<file path="src/rtl/uart_ctrl_if.sv">
// uart_ctrl_if: register bus and PHY byte-stream signals of the UART controller
interface uart_ctrl_if;
    logic       reg_en;
    logic       reg_we;
    logic [1:0] reg_addr;
    logic [7:0] reg_wdata;
    logic [7:0] reg_rdata;
    logic       reg_rvalid;
    logic       irq;
    logic [7:0] phy_tx_data;
    logic       phy_tx_valid;
    logic       phy_tx_ready;
    logic [7:0] phy_rx_data;
    logic       phy_rx_ready;

    modport master (
        output reg_en, reg_we, reg_addr, reg_wdata, phy_tx_ready, phy_rx_data, phy_rx_ready,
        input  reg_rdata, reg_rvalid, irq, phy_tx_data, phy_tx_valid
    );

    modport slave (
        input  reg_en, reg_we, reg_addr, reg_wdata, phy_tx_ready, phy_rx_data, phy_rx_ready,
        output reg_rdata, reg_rvalid, irq, phy_tx_data, phy_tx_valid
    );
endinterface

</file>
<file path="src/rtl/uart_ctrl.sv">
// uart_ctrl: register-mapped TX/RX byte FIFOs between a CPU bus and a UART PHY
module uart_ctrl #(
    parameter int FIFO_DEPTH = 16
) (
    input  logic        clk,
    input  logic        rst_n,
    uart_ctrl_if.slave  bus
);
    localparam int AW = $clog2(FIFO_DEPTH);
    typedef logic [AW:0] ptr_t;
    localparam ptr_t ONE = ptr_t'(1);

    logic [7:0] tx_mem_q [FIFO_DEPTH];
    logic [7:0] tx_mem_d [FIFO_DEPTH];
    logic [7:0] rx_mem_q [FIFO_DEPTH];
    logic [7:0] rx_mem_d [FIFO_DEPTH];
    ptr_t       tx_wp_q, tx_wp_d, tx_rp_q, tx_rp_d;
    ptr_t       rx_wp_q, rx_wp_d, rx_rp_q, rx_rp_d;
    logic       rx_ovr_q, rx_ovr_d, tx_ovf_q, tx_ovf_d;
    logic [1:0] irq_en_q, irq_en_d;
    logic [7:0] rdata_q, rdata_d;
    logic       rvalid_q, rvalid_d, irq_q, irq_d;

    logic       rd, wr, clr;
    logic       tx_empty, tx_full, rx_empty, rx_full;
    logic       tx_push, tx_pop, rx_push, rx_pop;
    logic [7:0] status;

    assign rd       = bus.reg_en & ~bus.reg_we;
    assign wr       = bus.reg_en & bus.reg_we;
    assign clr      = wr & (bus.reg_addr == 2'd3);
    assign tx_empty = tx_wp_q == tx_rp_q;
    assign tx_full  = (tx_wp_q[AW] != tx_rp_q[AW]) && (tx_wp_q[AW-1:0] == tx_rp_q[AW-1:0]);
    assign rx_empty = rx_wp_q == rx_rp_q;
    assign rx_full  = (rx_wp_q[AW] != rx_rp_q[AW]) && (rx_wp_q[AW-1:0] == rx_rp_q[AW-1:0]);
    // Fullness is judged on the pre-cycle pointers, so a popping full TX FIFO still refuses the write.
    assign tx_push  = wr & (bus.reg_addr == 2'd0) & ~tx_full;
    assign tx_pop   = ~tx_empty & bus.phy_tx_ready;
    assign rx_pop   = rd & (bus.reg_addr == 2'd0) & ~rx_empty;
    // A full RX FIFO still accepts a byte when a DATA read frees the head slot in the same cycle.
    assign rx_push  = bus.phy_rx_ready & (~rx_full | rx_pop);
    assign status   = {2'b00, tx_empty & bus.phy_tx_ready, tx_ovf_q, rx_ovr_q, tx_empty, tx_full, ~rx_empty};

    assign bus.phy_tx_data  = tx_mem_q[tx_rp_q[AW-1:0]];
    assign bus.phy_tx_valid = ~tx_empty;
    assign bus.reg_rdata    = rdata_q;
    assign bus.reg_rvalid   = rvalid_q;
    assign bus.irq          = irq_q;

    // Next-state for FIFO storage, pointers, sticky flags, read data and interrupt.
    always_comb begin
        tx_mem_d = tx_mem_q;
        rx_mem_d = rx_mem_q;
        if (tx_push) tx_mem_d[tx_wp_q[AW-1:0]] = bus.reg_wdata;
        if (rx_push) rx_mem_d[rx_wp_q[AW-1:0]] = bus.phy_rx_data;
        tx_wp_d  = tx_push ? tx_wp_q + ONE : tx_wp_q;
        tx_rp_d  = tx_pop  ? tx_rp_q + ONE : tx_rp_q;
        rx_wp_d  = rx_push ? rx_wp_q + ONE : rx_wp_q;
        rx_rp_d  = rx_pop  ? rx_rp_q + ONE : rx_rp_q;
        tx_ovf_d = (wr & (bus.reg_addr == 2'd0) & tx_full) | (tx_ovf_q & ~(clr & bus.reg_wdata[1]));
        rx_ovr_d = (bus.phy_rx_ready & rx_full & ~rx_pop) | (rx_ovr_q & ~(clr & bus.reg_wdata[0]));
        irq_en_d = (wr & (bus.reg_addr == 2'd2)) ? bus.reg_wdata[1:0] : irq_en_q;
        rvalid_d = rd;
        rdata_d  = !rd                     ? rdata_q :
                   (bus.reg_addr == 2'd0)  ? (rx_empty ? 8'h00 : rx_mem_q[rx_rp_q[AW-1:0]]) :
                   (bus.reg_addr == 2'd1)  ? status :
                   (bus.reg_addr == 2'd2)  ? {6'b0, irq_en_q} : 8'h00;
        irq_d    = (irq_en_q[0] & ~rx_empty) | (irq_en_q[1] & tx_empty) | rx_ovr_q | tx_ovf_q;
    end

    // FIFO storage needs no reset; emptiness comes from the pointers.
    always_ff @(posedge clk) begin
        tx_mem_q <= tx_mem_d;
        rx_mem_q <= rx_mem_d;
    end

    // Control state register with asynchronous reset.
    always_ff @(posedge clk or negedge rst_n) begin
        if (!rst_n) begin
            tx_wp_q  <= '0;
            tx_rp_q  <= '0;
            rx_wp_q  <= '0;
            rx_rp_q  <= '0;
            tx_ovf_q <= 1'b0;
            rx_ovr_q <= 1'b0;
            irq_en_q <= 2'b00;
            rvalid_q <= 1'b0;
            rdata_q  <= 8'h00;
            irq_q    <= 1'b0;
        end else begin
            tx_wp_q  <= tx_wp_d;
            tx_rp_q  <= tx_rp_d;
            rx_wp_q  <= rx_wp_d;
            rx_rp_q  <= rx_rp_d;
            tx_ovf_q <= tx_ovf_d;
            rx_ovr_q <= rx_ovr_d;
            irq_en_q <= irq_en_d;
            rvalid_q <= rvalid_d;
            rdata_q  <= rdata_d;
            irq_q    <= irq_d;
        end
    end
endmodule

</file>
<file path="src/flat_wrapper.sv">
// flat-port wrapper written by rule: the top's interface ports become plain ports
module uart_ctrl_flat 
#(
    parameter int FIFO_DEPTH = 16
)
  (clk, rst_n, bus_reg_en, bus_reg_we, bus_reg_addr, bus_reg_wdata, bus_phy_tx_ready, bus_phy_rx_data, bus_phy_rx_ready, bus_reg_rdata, bus_reg_rvalid, bus_irq, bus_phy_tx_data, bus_phy_tx_valid);
  uart_ctrl_if bus_i ();
  input  logic clk;
  input  logic rst_n;
  input wire logic [$bits(bus_i.reg_en)-1:0] bus_reg_en;
  input wire logic [$bits(bus_i.reg_we)-1:0] bus_reg_we;
  input wire logic [$bits(bus_i.reg_addr)-1:0] bus_reg_addr;
  input wire logic [$bits(bus_i.reg_wdata)-1:0] bus_reg_wdata;
  input wire logic [$bits(bus_i.phy_tx_ready)-1:0] bus_phy_tx_ready;
  input wire logic [$bits(bus_i.phy_rx_data)-1:0] bus_phy_rx_data;
  input wire logic [$bits(bus_i.phy_rx_ready)-1:0] bus_phy_rx_ready;
  output wire logic [$bits(bus_i.reg_rdata)-1:0] bus_reg_rdata;
  output wire logic [$bits(bus_i.reg_rvalid)-1:0] bus_reg_rvalid;
  output wire logic [$bits(bus_i.irq)-1:0] bus_irq;
  output wire logic [$bits(bus_i.phy_tx_data)-1:0] bus_phy_tx_data;
  output wire logic [$bits(bus_i.phy_tx_valid)-1:0] bus_phy_tx_valid;
  assign bus_i.reg_en = bus_reg_en;
  assign bus_i.reg_we = bus_reg_we;
  assign bus_i.reg_addr = bus_reg_addr;
  assign bus_i.reg_wdata = bus_reg_wdata;
  assign bus_i.phy_tx_ready = bus_phy_tx_ready;
  assign bus_i.phy_rx_data = bus_phy_rx_data;
  assign bus_i.phy_rx_ready = bus_phy_rx_ready;
  assign bus_reg_rdata = bus_i.reg_rdata;
  assign bus_reg_rvalid = bus_i.reg_rvalid;
  assign bus_irq = bus_i.irq;
  assign bus_phy_tx_data = bus_i.phy_tx_data;
  assign bus_phy_tx_valid = bus_i.phy_tx_valid;
  uart_ctrl #(.FIFO_DEPTH(FIFO_DEPTH)) u_core (.clk(clk), .rst_n(rst_n), .bus(bus_i));
endmodule
</file>
<file path="config.mk">
export PLATFORM = sky130hd
export DESIGN_NAME = uart_ctrl_flat
export DESIGN_NICKNAME = d
export VERILOG_FILES = /design/src/rtl/uart_ctrl_if.sv /design/src/rtl/uart_ctrl.sv /design/src/flat_wrapper.sv
export SDC_FILE = /design/constraint.sdc
export NUM_CORES = 1
export LEC_CHECK = 0
export ABC_CLOCK_PERIOD_IN_PS = 4200
export CELL_PAD_IN_SITES_DETAIL_PLACEMENT = 0
export CELL_PAD_IN_SITES_GLOBAL_PLACEMENT = 1
export CORE_UTILIZATION = 57
export CTS_CLUSTER_SIZE = 10
export DETAILED_ROUTE_END_ITERATION = 8
export MAX_ROUTING_LAYER = met4
export PLACE_DENSITY_LB_ADDON = 0.1
export RECOVER_POWER = 25
export SKIP_CTS_REPAIR_TIMING = 1
export SLEW_MARGIN = 20
export SYNTH_ARGS = -nofsm -noshare
export SYNTH_HDL_FRONTEND = slang
export SYNTH_SLANG_ARGS = --single-unit
</file>
<file path="constraint.sdc">
create_clock -name clk -period 4.2 [get_ports clk]
set_input_delay 0.84 -clock clk [delete_from_list [all_inputs] [get_ports clk]]
set_output_delay 0.84 -clock clk [all_outputs]
set_load 0.01 [all_outputs]
</file>
==> results of run 1 <==
[layout make-up]
cell class / count / area (um^2) / share of cell area
inverter: 10 / 37.5 / 0.00282
clock inverter: 1 / 8.76 / 0.000657
timing repair buffer: 54 / 517 / 0.0388
multi-input combinational: 266 / 2890 / 0.217
sequential: 290 / 8540 / 0.641
clock buffer: 57 / 1000 / 0.0751
tap: 265 / 332 / 0.0249
[sequential cells by signal, summed over array words and instances, names as in the netlist]
register               cells
u_core.tx_ovf_q            1
u_core.rx_wp_q             5
u_core.tx_mem_q          128
u_core.rx_rp_q             5
u_core.bus.irq             1
u_core.rx_mem_q          128
u_core.bus.reg_rdata       8
u_core.rx_ovr_q            1
u_core.irq_en_q            2
u_core.tx_rp_q             5
u_core.tx_wp_q             5
u_core.bus.reg_rvalid      1
[where the power goes]
group	leakage, uW	switching, uW	total, uW	internal [uW]
clock	0.000484	1060	2670	1620
combinational	0.00136	1160	2310	1150
sequential	0.00272	305	3710	3400
[worst min-delay path, cell delays in order, from the launching register on]
cell     delay (ns)
dfrtp_1        0.35
nand2_1        0.05
nand4_1        0.08
[per-stage QoR]
step	util	power [uW]	hold slack (ns)	cell area, um^2	setup slack [ns]
final	0.673	8690	0.512	13300	0.368
after global routing	0.673	9070	0.543	13300	0.265
after CTS	0.673	8780	0.448	13300	0.330
after detailed placement	0.622	6110	0.503	12300	0.848
after global placement	0.622	6070	0.493	12300	0.865
after floorplan	-	5310	0.476	11700	1.32
[Yosys cell counts, drive strengths merged (2+ instances only)]
library cell  count  area, um^2
nor2              7        26.3
a31oi             2        12.5
clkbuf           13        51.3
a221o             2        20.0
nor4              2        33.8
and2              4        25.0
nand4             3        18.8
xor2             14         123
a222oi            2        20.0
a21oi             9        45.0
nand2            22        82.6
mux4             64        1450
o21ai             8        40.0
nor3              2        10.0
buf              22         141
xnor2            14         123
dfrtp            34         851
nor2b            16         100
inv              10        37.5
mux2i             8        80.1
nand3             8        40.0
and3             33         211
edfxtp          256        7690
a22oi            16         120
a211oi            8        60.1
a22o              2        17.5
ha               10         125
mux2              3        33.8
[how the worst max path moves through the flow]
stage                      start                   end  slack, ns  depth (start not counted)
2_1_floorplan         bus_reg_we  u_core.rx_mem_q[100]       1.32                          7
3_3_place_gp   u_core.tx_rp_q[0]    bus_phy_tx_data[0]       0.87                          6
3_5_place_dp   u_core.tx_rp_q[0]    bus_phy_tx_data[0]       0.85                          6
4_1_cts        u_core.tx_rp_q[0]    bus_phy_tx_data[0]       0.33                          6
5_1_grt        u_core.tx_rp_q[0]    bus_phy_tx_data[0]       0.27                          6
6_report       u_core.tx_rp_q[0]    bus_phy_tx_data[0]       0.37                          6
[logic make-up (layout without fill, tap and decap cells)]
group,count (synthesis),in the layout,share of synthesized area
flops,290,290,0.733
compound gates,53,53,0.0332
xor+xnor,28,28,0.0210
buf+inv,45,122,0.0198
simple gates,100,100,0.0489
fa+ha+maj,10,10,0.0107
mux,75,75,0.134
[metal layers]
metal	vias to the layer above	track usage	routed length, um
li1	2536	-	-
met1	2968	0.283	9010
met2	191	0.412	12400
met3	46	0.0418	1070
met4	0	0.0819	584
met5	-	-	0
==> summary.txt, run 1 <==
Outcome
  • Status: complete, but fails checks
  • Failing checks: capacitance limit, slew limit

Critical path
  • Crit path max-delay family: buffers and inverters
  • Critical path type: reg -> out
  • Critical-path cell list: buf_12 -> mux4_2 -> nor2b_1 -> a211oi_1 -> a21oi_1 -> clkdlybuf4s50_1
  • RR Endpoint: u_core.tx_mem_q[70]
  • Reg2Reg Setup Slack: 1.15 ns
  • Req. time, crit path: 3.36 ns
  • Critical path startpoint category: flip-flop
  • Setup crit end kind: output port
  • Critical path's slowest cell: mux4_2
  • Worst path bufs/invs: 2
  • CP peak stage delay: 0.52 ns
  • CP max FO: 30
  • Worst reg2reg path startpoint: u_core.tx_rp_q[2]
  • Worst r2r path cells: 4
  • CP Data Arrival Time: 2.99 ns

Logic synthesis
  • Seq cells post-synth: 290
  • Sequential-to-total area share from yosys stat: 0.733
  • Syn_nets: 635
  • Synthesized cell area: 11700 um^2
  • Synth Warn #: 0
  • Post-synthesis async set-or-reset flop share: 0.117
  • Post-synth EDFFs: 256
  • Cells after Synth: 601
  • Synth Flop Type: edfxtp_1
  • Mean Syn Cell Area: 19.4 um^2
  • Unique masters post-synth: 42

Clock network
  • Clock sinks: 290
  • CTS tree: yes
  • CTS Root Cell: clkbuf_16
  • Inserted Clock Buffers: 35
  • Clk buf depth: 3
  • CTS H-tree lvls: 2
  • Worst-Skew Late Latency: 0.50 ns
  • Clock Pin Slew Worst Setup and Hold Paths: 0.05 ns

Route
  • Iter 0 DRT Violations: 372
  • Routed WL: 23100 um
  • DR WL/cell: 24.5 um
  • Post-route DRC: 0
  • Antenna Nets Post-Route: 0
  • Vias per std cell: 6.09
  • Vias after detailed routing: 5741
  • Drt first pass iters: 5

Floorplanning
  • Number of top-level pins: 43
  • Placeable Area: 19800 um^2
  • Die area: 21000 um^2
  • Chip Height: 145 um
  • Initial core utilization: 0.589
  • Chip width: 145 um
  • # rows: 51

GRT
  • Total GRT Usage: 0.238
  • Initial antenna violation count: 0
  • First-pass GRT wire length: 35800 um
  • Pin count of the biggest net entering global routing: 36
  • Grt total ovfl: 0
  • Vias in the first global route: 6119

Timing
  • Clock skew: 0.0112 ns
  • RSZ-0062 raised after global routing: no
  • Endpoints failing setup: 0
  • Final Cycle Share: 0.912
  • Least-Margin Pin Slew: 1.98 ns
  • Count of final max-slew check failures: 35
  • Sum Neg Setup Slack: 0 ns
  • Slew headroom: -0.320
  • Final hold violation count: 0
  • Max Freq: 0.261 GHz
  • Fin crit period: 3.83 ns

Placed design
  • IO buf count: 42
  • Detailed placement HPWL: 15000 um
  • Placed insts: 885
  • RD Place Congestion: 0.799

Cells and area
  • Commonest cells after routing, fill and taps aside: edfxtp_1, mux4_2, clkbuf_16
  • Most common cell after layout, fill and taps aside: edfxtp_1
  • ANT cells: 0
  • Cell Count, Final, Fillers Out: 943
  • # fillers: 1294
  • Nets: 691
  • Layout area overhead: 14.3%
  • Layout cell share with drive strength beyond 1: 0.180

Pwr
  • PwrDens: 652 nW/um^2
  • Leakage: 0.00457 uW
  • Worst VDD drop: 0.485 mV

Job
  • Max cap viols: 1

Hold path
  • Hold EP: u_core.bus.reg_rdata[1]
  • Hold Crit Class: reg -> reg
  • Hold Crit Start: u_core.bus.reg_rdata[1]
  • WHS Path Cells: 2
(Power assumes the default switching activity.)
==> inputs of run 2 (changes only) <==
Settings changed: CORE_MARGIN set to 8, SKIP_CTS_REPAIR_TIMING 1 to not set.
==> summary.txt, run 2 (same netlist as run 1, synthesis figures left out) <==
Critical path
  • Worst r2r path cells: 5
  • Reg2Reg Setup Slack: 1.06 ns
  • Worst reg2reg path startpoint: u_core.tx_rp_q[0]
  • Critical path startpoint category: flip-flop
  • CP max FO: 9
  • CP Data Arrival Time: 3.00 ns
  • Setup crit end kind: output port
  • Req. time, crit path: 3.36 ns
  • RR Endpoint: u_core.tx_mem_q[21]
  • Critical path type: reg -> out

Floorplanning
  • Chip Height: 159 um
  • Initial core utilization: 0.578
  • Number of top-level pins: 43
  • Placeable Area: 20200 um^2
  • Die area: 25300 um^2
  • Chip width: 159 um
  • # rows: 52

Timing
  • Slew headroom: -0.251
  • RSZ-0062 raised after global routing: no
  • Fin crit period: 3.84 ns
  • Least-Margin Pin Slew: 1.88 ns
  • Clock skew: 0.00749 ns
  • Sum Neg Setup Slack: 0 ns
  • Final Cycle Share: 0.915
  • Final hold violation count: 0
  • Endpoints failing setup: 0
  • Count of final max-slew check failures: 35
  • Max Freq: 0.260 GHz

GRT
  • Initial antenna violation count: 0
  • Grt total ovfl: 0
  • First-pass GRT wire length: 36500 um
  • Pin count of the biggest net entering global routing: 36
  • Total GRT Usage: 0.194
  • Vias in the first global route: 6181

Route
  • Routed WL: 23400 um
  • WL met3: 1070 um
  • DR WL/cell: 24.5 um
  • Antenna Nets Post-Route: 0
  • Vias per std cell: 5.95
  • Drt first pass iters: 5
  • Highest routing layer actually used: met4
  • Post-route DRC: 0
  • Metal-1 WL: 9160 um
  • Vias after detailed routing: 5675
  • Met2 WL post-DR: 12300 um
  • Iter 0 DRT Violations: 420

Pwr
  • Switching Fraction: 0.291
  • Worst VDD drop: 0.434 mV
  • Power share of the combinational group: 0.266
  • Clock power share: 0.306
  • Sequential power share: 0.428
  • Int Power: 6180 uW
  • PwrDens: 654 nW/um^2
  • Sw Pwr: 2540 uW
  • Leakage: 0.00457 uW

Clock network
  • Post-CTS setup buffers: 0
  • Clk buf depth: 3
  • Inserted Clock Buffers: 35
  • CTS tree: yes
  • Clock sinks: 290
  • Clock Pin Slew Worst Setup and Hold Paths: 0.05 ns
  • Worst-Skew Late Latency: 0.50 ns
  • CTS Root Cell: clkbuf_16
  • CTS H-tree lvls: 2
  • Post-CTS Hold Fix Bufs: 0
  • PostCTS Resize Cnt: 0

Cells and area
  • # fillers: 1369
  • Layout cell share with drive strength beyond 1: 0.180
  • Nets: 693
  • Most common cell after layout, fill and taps aside: edfxtp_1
  • Commonest cells after routing, fill and taps aside: edfxtp_1, mux4_2, clkbuf_16
  • ANT cells: 0
  • Layout area overhead: 14.5%
  • Finished Cell Area: 13300 um^2
  • Core Util, Final: 0.661

Hold path
  • Hold EP: u_core.bus.reg_rdata[1]
  • WHS Path Cells: 2
  • Hold Crit Class: reg -> reg
  • Hold Crit Start: u_core.bus.reg_rdata[1]

Job
  • Max cap viols: 1

Outcome
  • Failing checks: capacitance limit, slew limit
  • Status: complete, but fails checks

Placed design
  • IO buf count: 42
  • RD Place Congestion: 0.811
  • Post-DP Area: 12300 um^2
  • Detailed placement HPWL: 15600 um
-- run 2: worst max path at each step --
stage,start,to,cells after the start
after floorplan,bus_reg_we,u_core.rx_mem_q[100],7
after global placement,u_core.tx_rp_q[0],bus_phy_tx_data[6],6
after detailed placement,u_core.tx_rp_q[0],bus_phy_tx_data[6],6
after CTS,u_core.tx_rp_q[0],bus_phy_tx_data[6],6
after global routing,u_core.tx_rp_q[0],bus_phy_tx_data[5],6
final,u_core.tx_rp_q[0],bus_phy_tx_data[6],6
-- run 2: worst max-delay path, stage by stage, from the launching register on --
cell and delay [ns]:
dfrtp_2 0.57, buf_4 0.28, mux4_2 0.53, nor2b_1 0.16, a211oi_1 0.37, a21oi_1 0.09, clkdlybuf4s50_1 0.50
-- run 2: final cells by class --
cell class              count  area (um^2)  share of cell area
inverters                  10         37.5             0.00281
multi-input cells         266         2890               0.216
well taps                 270          338              0.0253
clock inverters             1         3.75            0.000281
repair buffers             56          519              0.0389
flip-flops and latches    290         8540               0.640
clock buffers              61         1020              0.0762
-- run 2: per-layer routing --
metal / vias to the layer above / global-route usage
met4: 0 / 0.0772
met2: 167 / 0.329
met1: 2904 / 0.227
met3: 63 / 0.0367
met5: - / -
li1: 2541 / -
-- run 2: power by group through the flow --
stage / Combinational (uW) / Clock [uW] / Sequential, uW
after floorplan: 1760 / 0 / 3550
after global placement: 2310 / 0 / 3790
after detailed placement: 2340 / 0 / 3800
after CTS: 2360 / 2720 / 3740
after global routing: 2490 / 2840 / 3780
final: 2320 / 2670 / 3730
-- run 2: per-stage QoR --
step                      power, uW  hold slack [ns]  worst slack, ns  cells
after detailed placement       6140            0.505            0.840    892
after global routing           9110            0.542            0.250    954
after floorplan                5310            0.476             1.32    601
after global placement         6100            0.495            0.852    892
final                          8730            0.514            0.358    954
after CTS                      8820            0.457            0.301    954
